$ cat src/rtl/jtpopeye_vtimer.sv
// Parametrised video timing generator: pixel/line counters, flipped coordinates, blanking, sync, DMA window and frame pulse.
// Optional line-compare interrupt enabled by defining JTPOPEYE_LINE_IRQ_EN.
module jtpopeye_vtimer #(
  parameter int HW          = 9,
  parameter int VW          = 9,
  parameter int H_TOTAL     = 384,
  parameter int V_TOTAL     = 264,
  parameter int HB_START    = 256,
  parameter int HB_END      = 0,
  parameter int VB_START    = 240,
  parameter int VB_END      = 16,
  parameter int HS_START    = 304,
  parameter int HS_END      = 336,
  parameter int VS_START    = 248,
  parameter int VS_END      = 251,
  parameter int DMA_LEN     = 64,
  parameter int H_FLIP_KEEP = 3
) (
  input  logic          clk,
  input  logic          rst,
  input  logic          pxl_cen,
  input  logic          flip,
  output logic [HW-1:0] hcnt,
  output logic [VW-1:0] vcnt,
  output logic [HW-1:0] h,
  output logic [VW-1:0] v,
  output logic          hb,
  output logic          vb,
  output logic          hs,
  output logic          vs,
  output logic          hbd_n,
  output logic          frame
`ifdef JTPOPEYE_LINE_IRQ_EN
  ,
  input  logic [VW-1:0] irq_line,
  input  logic          irq_ack,
  output logic          irq
`endif
);

  localparam int DW = (DMA_LEN > 0) ? $clog2(DMA_LEN + 1) : 1;

  localparam logic [HW-1:0] H_LAST = HW'(H_TOTAL - 1);
  localparam logic [VW-1:0] V_LAST = VW'(V_TOTAL - 1);
  localparam logic [HW-1:0] HBS    = HW'(HB_START);
  localparam logic [HW-1:0] HBE    = HW'(HB_END);
  localparam logic [HW-1:0] HSS    = HW'(HS_START);
  localparam logic [HW-1:0] HSE    = HW'(HS_END);
  localparam logic [VW-1:0] VBS    = VW'(VB_START);
  localparam logic [VW-1:0] VBE    = VW'(VB_END);
  localparam logic [VW-1:0] VSS    = VW'(VS_START);
  localparam logic [VW-1:0] VSE    = VW'(VS_END);
  localparam logic [DW-1:0] DMA_LOAD = (DMA_LEN > 0) ? DW'(DMA_LEN - 1) : '0;

  localparam bit PARAM_BAD =
      (HB_START >= H_TOTAL) || (HB_END >= H_TOTAL) ||
      (HS_START >= H_TOTAL) || (HS_END >= H_TOTAL) ||
      (VB_START >= V_TOTAL) || (VB_END >= V_TOTAL) ||
      (VS_START >= V_TOTAL) || (VS_END >= V_TOTAL) ||
      (DMA_LEN > H_TOTAL) || (H_TOTAL > (1 << HW)) || (V_TOTAL > (1 << VW));

  if (PARAM_BAD) begin : g_param_error
    $error("jtpopeye_vtimer: timing parameter out of range");
  end

  logic [HW-1:0] h_next;
  logic [VW-1:0] v_next;
  logic          line_adv;
  logic [DW-1:0] dma_cnt_reg;

  always_comb begin
    line_adv = (hcnt == H_LAST);
    h_next   = line_adv ? '0 : hcnt + 1'b1;
    v_next   = (vcnt == V_LAST) ? '0 : vcnt + 1'b1;
  end

  // Flags are derived from the next count so they switch together with it.
  always_ff @(posedge clk) begin
    if (rst) begin
      hcnt        <= '0;
      vcnt        <= '0;
      hb          <= 1'b1;
      vb          <= 1'b1;
      hs          <= 1'b0;
      vs          <= 1'b0;
      hbd_n       <= 1'b1;
      frame       <= 1'b0;
      dma_cnt_reg <= '0;
    end else if (pxl_cen) begin
      hcnt  <= h_next;
      frame <= 1'b0;

      if (h_next == HBS)      hb <= 1'b1;
      else if (h_next == HBE) hb <= 1'b0;

      if (h_next == HSS)      hs <= 1'b1;
      else if (h_next == HSE) hs <= 1'b0;

      if (line_adv) begin
        vcnt <= v_next;
        if (v_next == VBS) begin
          vb <= 1'b1;
          if (!vb) frame <= 1'b1;
        end else if (v_next == VBE) begin
          vb <= 1'b0;
        end
        if (v_next == VSS)      vs <= 1'b1;
        else if (v_next == VSE) vs <= 1'b0;
      end

      // DMA window closes after DMA_LEN cens or early when blanking ends.
      if (h_next == HBS) begin
        hbd_n       <= (DMA_LEN == 0);
        dma_cnt_reg <= DMA_LOAD;
      end else if (!hbd_n) begin
        if (dma_cnt_reg == '0 || h_next == HBE) hbd_n <= 1'b1;
        else dma_cnt_reg <= dma_cnt_reg - 1'b1;
      end
    end
  end

  always_comb begin
    h = hcnt ^ {{(HW - H_FLIP_KEEP){flip}}, {H_FLIP_KEEP{1'b0}}};
    v = vcnt ^ {VW{flip}};
  end

`ifdef JTPOPEYE_LINE_IRQ_EN
  always_ff @(posedge clk) begin
    if (rst) begin
      irq <= 1'b0;
    end else if (pxl_cen && line_adv && v_next == irq_line) begin
      irq <= 1'b1;
    end else if (irq_ack) begin
      irq <= 1'b0;
    end
  end
`endif

endmodule

$ cat config.mk
export PLATFORM = sky130hd
export DESIGN_NAME = jtpopeye_vtimer
export DESIGN_NICKNAME = d
export VERILOG_FILES = /design/src/rtl/jtpopeye_vtimer.sv
export SDC_FILE = /design/constraint.sdc
export NUM_CORES = 1
export LEC_CHECK = 0
export CORE_AREA = 5 5 74 76
export DETAILED_ROUTE_END_ITERATION = 8
export DIE_AREA = 0 0 79 81
export GPL_TIMING_DRIVEN = 0
export PLACE_DENSITY = 0.73
export SETUP_SLACK_MARGIN = 0.2
export SLEW_MARGIN = 20
export SYNTH_ARGS = -nofsm -noshare
export SYNTH_HDL_FRONTEND = slang
export SYNTH_SLANG_ARGS = --single-unit
$ cat constraint.sdc
create_clock -name clk -period 2 [get_ports clk]
set_input_delay 0.4 -clock clk [delete_from_list [all_inputs] [get_ports clk]]
set_output_delay 0.4 -clock clk [all_outputs]
set_load 0.03 [all_outputs]
; ---- Word-level counts from Yosys, hierarchy flattened
; Cells that the tools add are included.
[classes]
addsub = 3
eq_ne = 11
mux = 19
bitwise = 2
reduce_logical = 13
[op_table]
columns = op, count
row1 = 9-bit == test (second input constant), 5
row2 = 9-bit by 8-bit == test with 1-bit output (second input constant), 3
row3 = 7-bit 2-to-1 mux, 3
row4 = 9-bit by 1-bit adder with 9-bit output (second input constant), 2
row5 = 9-bit 2-to-1 mux, 2
row6 = 9-bit XOR, 2
row7 = 1-bit 2-to-1 mux, 14
row8 = 9-bit by 5-bit == test with 1-bit output (second input constant), 1
row9 = 9-bit zero test, 1
row10 = 3-bit AND reduction, 3
row11 = 2-bit nonzero test, 4
row12 = 7-bit zero test, 1
row13 = 7-bit by 1-bit subtractor with 7-bit output (second input constant), 1
row14 = 2-bit AND reduction, 3
row15 = 2-bit by 1-bit != test with 1-bit output (second input constant), 1
row16 = 2-bit != test (second input constant), 1
row17 = 1-bit logical OR, 1
[totals]
ff_bits = 31
input_bits = 4
output_inout_bits = 42
wordCells = 57

; ---- Depth between registers and ports, before layout
[depth]
word_depth = 7
ltp_mapped = 10

; ---- Worst setup path before layout
; No wires, ideal clock.
[synth_path]
path_kind = register -> register
start = reg hcnt[1]
end = reg dma_cnt_reg[4]
setup_time_ns = 0.074
arrival_time_ns = 2.342
t_required_ns = 1.926
slack_ns = -0.417
path_stages_with_launch = 10
n_path_buf = 2
path_cell_list = dfxtp_1 -> ha_1 -> and3_1 -> buf_2 -> nand2_1 -> o2bb2ai_2 -> and3_1 -> buf_6 -> or4_1 -> a31oi_1
[synth_via]
elab_chain_len = 6
[synth_rtl]
columns = element, line
row1 = from (decl), 23  ; output logic [HW-1:0] hcnt,
row2 = from (signal assigned), 90  ; hcnt <= h_next;
row3 = 9-bit by 1-bit adder with 9-bit output or 9-bit == test (tied branches), "73, 72"
row4 = 9-bit 2-to-1 mux *, 73  ; h_next = line_adv ? '0 : hcnt + 1'b1;
row5 = 9-bit zero test, 116  ; if (dma_cnt_reg == '0 || h_next == HBE) hbd_n <= 1'b1;
row6 = 1-bit logical OR, 116
row7 = 2-bit != test (no source line), n/a
row8 = 3-bit AND reduction (no source line), n/a
row9 = to (signal assigned), 117  ; else dma_cnt_reg <= dma_cnt_reg - 1'b1;
row10 = to (decl), 69  ; logic [DW-1:0] dma_cnt_reg;
; Every way passes the cells marked *; elsewhere a longest branch is shown, timed or not.
; A chain may end at the register's enable or synchronous reset.

; ---- Worst setup path after layout
[layout_path]
start = reg hcnt[1]
end = reg hb
[layout_via]
elab_chain_len = 5
[layout_rtl]
columns = element, line
row1 = 9-bit by 1-bit adder with 9-bit output or 9-bit == test (tied branches), "73, 72"
row2 = 9-bit 2-to-1 mux *, 73
row3 = 9-bit == test or 9-bit zero test (tied branches), "93, 94"
row4 = 2-bit nonzero test (no source line), n/a
row5 = 2-bit AND reduction (no source line), n/a
row6 = to (signal assigned), 82  ; hb <= 1'b1;
row7 = to (signal assigned), 93  ; if (h_next == HBS) hb <= 1'b1;
row8 = to (signal assigned), 94  ; else if (h_next == HBE) hb <= 1'b0;
row9 = to (decl), 27  ; output logic hb,
; Marked as above.

==> summary.md <==
| Metric | Value |
|---|---|
| Status | finished with violations |
| Failing checks | setup timing |
| Pin count of the biggest net entering global routing | 11 |
| Final hold vios | 0 |
| Place WS | -0.407 ns |
| Most common cell after layout, fill and taps aside | buf_4 |
| Routed WL | 6240 um |
| Top cell type's share of synthesized area | 0.293 |
| Layout area overhead | 56.6% |
| Slew @ Worst Pin | 0.582 ns |
| Ranking of synthesized cells by area | dfxtp_1, xor2_1, nor2_1, nand2_1, a21oi_1 |
| Site row count | 25 |
| RSZ-0062 raised after global routing | yes |
| Worst Path Required | 2.18 ns |
| ANT cells | 0 |
| Top Ports | 46 |
| Seq cells post-synth | 31 |
| Nets@finish | 363 |
| Root buf cell | clkbuf_8 |
| Layout cells sized above 1 | 0.385 |
| Rel. slew slack | 0.612 |
| Fin crit period | 2.08 ns |
| Cts bufs inserted | 5 |
| # setup viols final | 6 |
| Initial antenna violation count | 0 |
| EDFF count, synth | 0 |
| Global-route wire length before repair | 10,000 um |
| Starting Density | 0.455 |
| Dpl hpwl | 3900 um |
| Sequential share of the synthesized area | 0.293 |
| Ys Warns | 0 |
| CP Launch Type | register |
| Slew Limit Fails | 0 |
| Setup slack after layout | -0.0815 ns |
| Clk Latency, worst-skew pair | 0.28 ns |
| Syn avg cell area | 7.80 um^2 |
| Fill count | 367 |
| Worst setup EP type | register |
| Peak supply drop | 0.000406 V |
| Vias in the first global route | 2,128 |
| Core footprint | 4660 um^2 |
| Static Leakage | 1.37 nW |
| Worst hold slack | 0.479 ns |
| DR vias | 2,280 |
| Post-cts hold buffer count | 0 |
| GPL Wtd Cong | 0.785 |
| HP Class | register to register |
| Clk sinks | 31 |
| Die ar. | 6400 um^2 |
| Netlist cell types | 52 |
| Clk buf depth | 2 |
| Most used DFF post-synth | dfxtp_1 |
| Syn_nets | 280 |
| Final Cycle Share | 1.04 |
| Worst Path Max Fanout | 6 |
| DRC | 0 |
| Routed WL per cell | 15.2 um |
| Drt first-iter violations | 133 |
| PwrDens | 411 nW/um^2 |
| Post-synthesis instance total | 272 |
| DR pass1 iterations | 4 |
| Total grt overflow | 0 |
| Worst Path Arrival | 2.26 ns |
| Reg clk slew, reported paths | 0.07 ns |
| I/O Buffers | 44 |
| Clock Skews | 0.00415 ns |
| H-tree depth | 2 |
| Overall Global Routing Usage | 0.193 |
| Commonest cells after routing, fill and taps aside | buf_4, nor2_1, clkdlybuf4s50_1 |
| Chip width | 79 um |
| CTS tree | done |
| Crit Path Class | register to register |
| DRT antenna net count | 0 |
| Max-cap violations | 0 |
| Async SR Flop Fraction | 0 |
| Vias/cell | 5.56 |
| Fmax | 480 MHz |
| Post-Syn Area | 2120 um^2 |
| Synth area leader | dfxtp_1 |
| Die Height | 81 um |
[layout make-up]
| type | instances | area [um^2] | share of cell area |
|---|---|---|---|
| multi-input cells | 207 | 1600 | 0.482 |
| inverters | 9 | 33.8 | 0.0102 |
| clock inverters | 1 | 5.00 | 0.00151 |
| repair buffers | 76 | 649 | 0.195 |
| flip-flops and latches | 31 | 659 | 0.198 |
| plain buffers | 25 | 229 | 0.0689 |
| clock buffers | 7 | 76.3 | 0.0230 |
| well taps | 54 | 67.6 | 0.0203 |
[layer usage]
layer	wire, um	vias to the layer above	track usage
li1	-	1126	-
met4	91	0	0.0739
met3	489	12	0.0455
met5	0	-	0
met2	3100	93	0.323
met1	2570	1049	0.241
[final timing paths]
kind,slack [ns],start,end,depth (start not counted)
setup / recovery,-0.08,hcnt[1],hb,10
hold / removal,0.48,hb,hb,1
setup reg to reg,-0.08,hcnt[1],hb,10
hold reg to reg,0.48,hb,hb,1
[logic make-up after synthesis]
kind of cell,share of synthesized area
mux,0.0165
fa+ha+maj,0.0236
buf+inv,0.0808
simple gates,0.281
compound gates,0.198
xor+xnor,0.107
flops,0.293
[power by group]
part | internal, mW | total, mW | leakage [nW] | switching (mW)
logic | 0.100 | 0.246 | 1.07 | 0.145
registers | 0.620 | 0.632 | 0.260 | 0.0122
clock network | 0.244 | 0.488 | 0.0422 | 0.244
[Yosys cell counts, types with 6 or more instances]
cell,n
a21oi_1,14
and2_1,7
and4_1,6
clkbuf_1,13
dfxtp_1,31
inv_1,9
nand2_1,22
nand3_1,10
nand4_1,7
nor2_1,24
nor3_1,7
o21ai_0,13
or3_1,6
xnor2_1,6
xor2_1,20
[timing repair]
action	4_1_cts	5_1_grt
buffers inserted	22	7
pin swaps	15	17
cloned	3	0
setup endpoints to repair	42	41
gates resized for setup	68	46
[stage by stage]
| step | cells | util | power (mW) | cell area, um^2 | setup TNS, ns |
|---|---|---|---|---|---|
| 2_1_floorplan | 272 | - | 0.797 | 2330 | -0.0936 |
| 3_3_place_gp | 370 | 0.609 | 0.871 | 2840 | -7.64 |
| 3_5_place_dp | 370 | 0.609 | 0.874 | 2840 | -8.47 |
| 4_1_cts | 403 | 0.683 | 1.38 | 3190 | -0.200 |
| 5_1_grt | 410 | 0.713 | 1.44 | 3320 | -0.965 |
| 6_report | 410 | 0.713 | 1.37 | 3320 | -0.329 |
[critical path, stage by stage, from the launching register on]
cell and delay, ns:
dfxtp_4 0.36, ha_4 0.17, and3_4 0.18, buf_6 0.12
or3_1 0.30, o21ai_1 0.10, and3_4 0.20, buf_6 0.12
buf_6 0.12, nand2_2 0.05, a211o_1 0.27
Note: power is estimated with default switching activity, not from simulation.
